### src/rtl/sram_arb_pkg.sv
// Shared definitions for the single-port SRAM arbiter: FSM encoding and
// the requester-index width helper.
package sram_arb_pkg;

  typedef enum logic {
    ST_IDLE   = 1'b0,
    ST_LOCKED = 1'b1
  } state_e;

  // Index width for n requesters; never narrower than one bit.
  function automatic int unsigned idx_width(input int unsigned n);
    return (n <= 32'd2) ? 32'd1 : 32'($clog2(n));
  endfunction

endpackage

### src/rtl/sram_arb_rr_pick.sv
// Rotating-priority picker: first valid requester at or after ptr_i wins,
// result is a one-hot (or zero) grant vector.
module sram_arb_rr_pick
  import sram_arb_pkg::*;
#(
  parameter int unsigned NUM_REQ = 2,
  localparam int unsigned IW = idx_width(NUM_REQ)
) (
  input  logic [NUM_REQ-1:0] valid_i,
  input  logic [IW-1:0]      ptr_i,
  output logic [NUM_REQ-1:0] grant_o
);

  logic [IW-1:0] idx;
  logic          found;

  always_comb begin
    grant_o = '0;
    found   = 1'b0;
    idx     = '0;
    for (int unsigned i = 0; i < NUM_REQ; i++) begin
      idx = IW'((32'(ptr_i) + i) % NUM_REQ);
      if (!found && valid_i[idx]) begin
        grant_o[idx] = 1'b1;
        found        = 1'b1;
      end
    end
  end

endmodule

### src/rtl/sram_arbiter.sv
// Arbitrates NUM_REQ requesters onto one single-port SRAM with lockable
// read-modify-write ownership. Define SRAM_ARB_FIXED_PRIO_EN for fixed priority.
module sram_arbiter
  import sram_arb_pkg::*;
#(
  parameter int unsigned ADDR_WIDTH = 6,
  parameter int unsigned DATA_WIDTH = 8,
  parameter int unsigned NUM_REQ    = 2
) (
  input  logic                           i_clk,
  input  logic                           i_rst_n,
  input  logic [NUM_REQ-1:0]             i_req_valid,
  input  logic [NUM_REQ-1:0]             i_req_write,
  input  logic [NUM_REQ-1:0]             i_req_lock,
  input  logic [NUM_REQ*ADDR_WIDTH-1:0]  i_req_addr,
  input  logic [NUM_REQ*DATA_WIDTH-1:0]  i_req_wdata,
  output logic [NUM_REQ-1:0]             o_req_ready,
  output logic [NUM_REQ-1:0]             o_rsp_valid,
  output logic [DATA_WIDTH-1:0]          o_rsp_data,
  output logic [ADDR_WIDTH-1:0]          o_mem_addr,
  output logic                           o_mem_write,
  output logic [DATA_WIDTH-1:0]          o_mem_wdata,
  input  logic [DATA_WIDTH-1:0]          i_mem_rdata
);

  localparam int unsigned IW = idx_width(NUM_REQ);

  state_e               state_q, state_d;
  logic [IW-1:0]        rr_ptr_q, rr_ptr_d;
  logic [IW-1:0]        lock_owner_q, lock_owner_d;
  logic [NUM_REQ-1:0]   rsp_valid_q, rsp_valid_d;

  logic [NUM_REQ-1:0]   pick_grant;
  logic [NUM_REQ-1:0]   owner_mask;
  logic [NUM_REQ-1:0]   grant;
  logic [IW-1:0]        pick_ptr;
  logic [IW-1:0]        gnt_idx;
  logic                 xfer;

  logic [ADDR_WIDTH-1:0] addr_a  [NUM_REQ];
  logic [DATA_WIDTH-1:0] wdata_a [NUM_REQ];

  for (genvar g = 0; g < NUM_REQ; g++) begin : g_unpack
    assign addr_a[g]  = i_req_addr[g*ADDR_WIDTH +: ADDR_WIDTH];
    assign wdata_a[g] = i_req_wdata[g*DATA_WIDTH +: DATA_WIDTH];
  end

`ifdef SRAM_ARB_FIXED_PRIO_EN
  assign pick_ptr = '0;
`else
  assign pick_ptr = rr_ptr_q;
`endif

  sram_arb_rr_pick #(
    .NUM_REQ (NUM_REQ)
  ) u_pick (
    .valid_i (i_req_valid),
    .ptr_i   (pick_ptr),
    .grant_o (pick_grant)
  );

  // Grant selection; reset blanks every combinational memory-side output.
  always_comb begin
    owner_mask               = '0;
    owner_mask[lock_owner_q] = 1'b1;
    grant   = (state_q == ST_LOCKED) ? (i_req_valid & owner_mask) : pick_grant;
    if (!i_rst_n) grant = '0;
    gnt_idx = '0;
    for (int unsigned k = 0; k < NUM_REQ; k++) begin
      if (grant[IW'(k)]) gnt_idx = IW'(k);
    end
  end

  assign xfer        = |grant;
  assign o_req_ready = grant;
  assign o_mem_write = xfer & i_req_write[gnt_idx];
  assign o_mem_addr  = xfer ? addr_a[gnt_idx]  : '0;
  assign o_mem_wdata = xfer ? wdata_a[gnt_idx] : '0;
  assign o_rsp_valid = rsp_valid_q;
  assign o_rsp_data  = (|rsp_valid_q) ? i_mem_rdata : '0;

  always_comb begin
    state_d      = state_q;
    rr_ptr_d     = rr_ptr_q;
    lock_owner_d = lock_owner_q;
    rsp_valid_d  = grant & ~i_req_write;
    unique case (state_q)
      ST_IDLE: begin
        if (xfer) begin
`ifdef SRAM_ARB_FIXED_PRIO_EN
          rr_ptr_d = '0;
`else
          rr_ptr_d = IW'((32'(gnt_idx) + 32'd1) % NUM_REQ);
`endif
          if (i_req_lock[gnt_idx]) begin
            state_d      = ST_LOCKED;
            lock_owner_d = gnt_idx;
          end
        end
      end
      ST_LOCKED: begin
        // Ownership persists until the owner completes an unlocked access.
        if (xfer && !i_req_lock[lock_owner_q]) state_d = ST_IDLE;
      end
      default: state_d = ST_IDLE;
    endcase
  end

  always_ff @(posedge i_clk or negedge i_rst_n) begin
    if (!i_rst_n) begin
      state_q      <= ST_IDLE;
      rr_ptr_q     <= '0;
      lock_owner_q <= '0;
      rsp_valid_q  <= '0;
    end else begin
      state_q      <= state_d;
      rr_ptr_q     <= rr_ptr_d;
      lock_owner_q <= lock_owner_d;
      rsp_valid_q  <= rsp_valid_d;
    end
  end

endmodule

### config.mk
export PLATFORM = sky130hd
export DESIGN_NAME = sram_arbiter
export DESIGN_NICKNAME = d
export VERILOG_FILES = /design/src/rtl/sram_arb_pkg.sv /design/src/rtl/sram_arb_rr_pick.sv /design/src/rtl/sram_arbiter.sv
export SDC_FILE = /design/constraint.sdc
export NUM_CORES = 1
export LEC_CHECK = 0
export BUFFER_PORTS_ARGS = -buffer_cell sky130_fd_sc_hd__buf_4
export CAP_MARGIN = 10
export CORE_MARGIN = 2
export CORE_UTILIZATION = 33
export CTS_CLUSTER_DIAMETER = 60
export CTS_CLUSTER_SIZE = 12
export DETAILED_ROUTE_END_ITERATION = 7
export PLACE_DENSITY = 0.82
export SYNTH_ARGS = -nofsm -noshare
export SYNTH_HDL_FRONTEND = slang
export SYNTH_SLANG_ARGS = --single-unit
### constraint.sdc
create_clock -name i_clk -period 2 [get_ports i_clk]
set_input_delay 0.4 -clock i_clk [delete_from_list [all_inputs] [get_ports i_clk]]
set_output_delay 0.4 -clock i_clk [all_outputs]
set_load 0.01 [all_outputs]
==> results.json <==
{
  "busiest_layer": "met2",
  "fmax_ghz": 0.478,
  "hold_viol": 0,
  "final_layout_size_suffix_gt1_share_pct": 59.6,
  "violations": "negative setup slack",
  "p_sw_uw": 393,
  "critPathSlowestCell": "dfrtp_2",
  "synth_top_area_share_pct": 26.3,
  "numCtsBuffers": 3,
  "core_area_um2": 1730,
  "start_kind": "flip-flop",
  "gr-usage-met1_pct": 26.3,
  "placed_cells": 165,
  "max_cap_viol_count": 0,
  "die-width_um": 46.9,
  "power_leakage_nw": 0.647,
  "grt-ovfl-total": 0,
  "hp-class": "input pin to flip-flop",
  "synth-compound-area-share_pct": 9.67,
  "grtUsageTotal_pct": 25.0,
  "synth.avg_cell_area_um2": 8.11,
  "cts.clk_slew.worst_paths_ps": 50,
  "final_area_um2": 1260,
  "yosysMostFrequentCell": "nor2_1",
  "vdd_drop_max_uv": 482,
  "min_period_ps": 2090,
  "use_met2_pct": 42.2,
  "via_per_inst": 5.04,
  "antenna_found_initial": 0,
  "drt-initial-drc-count": 25,
  "ys_top_cells_by_area": "mux2i_1, dfrtp_1, nor2_1, nor2b_1, buf_12",
  "required_ps": 1600,
  "yosysTopAreaCell": "mux2i_1",
  "swShare_pct": 39.9,
  "min_period_over_period_pct": 105,
  "ys_warn_count": 0,
  "htree_levels": 1,
  "met3_usage_pct": 4.62,
  "slew-limit-headroom_pct": 70.2,
  "nets": 201,
  "grt_pass1_vias": 813,
  "ios": 71,
  "internal-power_uw": 592,
  "final_antenna_net_count": 0,
  "ys_seq_elements": 5,
  "fin_ws_ps": -91.8,
  "fp.dieArea_um2": 2200,
  "path_delay_family": "simple AND/OR/NAND/NOR gates",
  "place_area_um2": 1100,
  "clk_path_buf_depth": 2,
  "grt_pass1_wl_mm": 3.71,
  "cts_tree": "yes",
  "start_util_pct": 35.2,
  "vias": 912,
  "clk_latency_ps": 250,
  "die_h_um": 46.9,
  "synth_edf_count": 0,
  "fin_skew_ps": 0.291,
  "synth_adder_area_share_pct": 0,
  "p_seq_share_pct": 18.4,
  "cp_data_arrival_time_ps": 1690,
  "p_total_uw": 985,
  "report.final.slew_viol_count": 0,
  "setup-violations-final": 13,
  "routedWlPerCell_um": 15.8,
  "num_rows": 15,
  "synthSimpleGateAreaFrac_pct": 31.7,
  "holdWs_ps": 331,
  "gp_congestion": 0.809,
  "clockPowerShare_pct": 12.4,
  "crit_chain": "or3b_4 -> and4_4 -> mux2i_1 -> nor2_1 -> buf_4",
  "hpwlAfterDp_mm": 1.84,
  "wl_mm": 2.86,
  "layout.cells.non_filler": 181,
  "critPathMaxStageDelay_ps": 420,
  "seq_area_frac_synth_pct": 20.6,
  "synth_top_family_by_area": "simple AND/OR/NAND/NOR gates",
  "utilization_pct": 72.8,
  "area_growth_pct": 107,
  "p_per_area_nw_per_um2": 783,
  "critPathBufInv": 1,
  "synth_xor_area_share_pct": 0,
  "syn-num-nets": 119,
  "cts_root_buf": "clkbuf_4",
  "syn_area_um2": 608,
  "synthMuxAreaShare_pct": 26.3,
  "drt_drc_violations_left": 0,
  "tns_ps": -493,
  "cts.sinks": 5,
  "preCtsSetupSlack_ps": -59.7,
  "synth_cell_types": 22,
  "antenna_cells": 0,
  "async_flop_share_pct": 100,
  "rsz0062_at_grt": "true",
  "portBuffers": 70,
  "end_kind": "output port",
  "comb_power_share_pct": 69.2,
  "ys.flop_type": "dfrtp_1",
  "postSynthCellCount": 75,
  "fillerInstances": 136,
  "crit_fanout": 5,
  "status": "finished, violations left",
  "worstSetupPathType": "flip-flop to output port",
  "worstMarginPinSlew_ps": 446,
  "grt_max_degree": 9,
  "dr.pass1.iters": 4,
  "synthTopCellsByCount": "nor2_1, mux2i_1, nor2b_1, dfrtp_1, nand2_1"
}
==> cell type report <==
type / count / area, µm² / area share [%]
Timing Repair Buffer: 80 / 603 / 48.0
Clock buffer: 4 / 26.3 / 2.09
Multi-Input combinational cell: 66 / 465 / 37.0
Sequential cell: 5 / 128 / 10.1
Tap cell: 25 / 31.3 / 2.49
Inverter: 1 / 3.75 / 0.299
==> routing by layer <==
layer,share of wire [%],vias to the layer above
li1,-,425
met1,34,415
met2,54,60
met3,8.2,12
met4,3.6,0
met5,0,-
==> sequential cells by signal, summed over array words and instances, names as in the netlist <==
name,count
state_q,1
o_rsp_valid,2
lock_owner_q,1
pick_ptr,1
==> logic make-up (layout without fill, tap and decap cells) <==
kind of cell / after synthesis / in the layout
mux: 16 / 16
flops: 5 / 5
buf+inv: 7 / 85
compound gates: 9 / 9
simple gates: 38 / 41
==> placed cells by master (no fill, tap or decap), types with 3 or more instances in the layout <==
cell,n
nand2_1,4
mux2i_1,16
and4_4,3
nor2_1,18
nor2b_1,10
dfrtp_1,3
buf_4,79
clkbuf_4,3
==> final timing paths <==
| path | start | slack (ps) | endpoint | depth (start not counted) |
|---|---|---|---|---|
| max | state_q | -90 | o_mem_addr[3] | 5 |
| min | i_req_write[0] | 330 | o_rsp_valid[0] | 2 |
| max reg2reg | state_q | 250 | state_q | 6 |
| min reg2reg | lock_owner_q | 610 | lock_owner_q | 2 |
| max in group asynchronous | i_rst_n | 1170 | state_q | 2 |
| min in group asynchronous | i_rst_n | 610 | o_rsp_valid[0] | 2 |
==> worst reg2reg max path, stage by stage (launching register included) <==
cell,delay [ps]
dfrtp_2,420
or3b_4,400
and4_4,210
buf_4,150
buf_4,130
mux2i_1,110
o31ai_1,220
==> power by group through the flow <==
stage	Sequential (mW)	Combinational (mW)	Clock [mW]
3_5_place_dp	0.184	0.473	0
6_report	0.181	0.681	0.122
2_1_floorplan	0.164	0.322	0
4_1_cts	0.174	0.632	0.122
3_3_place_gp	0.181	0.457	0
5_1_grt	0.184	0.727	0.129
==> what timing repair did <==
action / 4_1_cts / 5_1_grt
gates resized for setup: 10 / 2
pin swaps: 6 / 4
endpoints found under the setup margin: 15 / 16
endpoints found under the hold margin: 5 / 0
cloned: 3 / 0
setup buffers: 7 / 1
hold buffers: 1 / 0
Power figures use the tool's default switching activity.
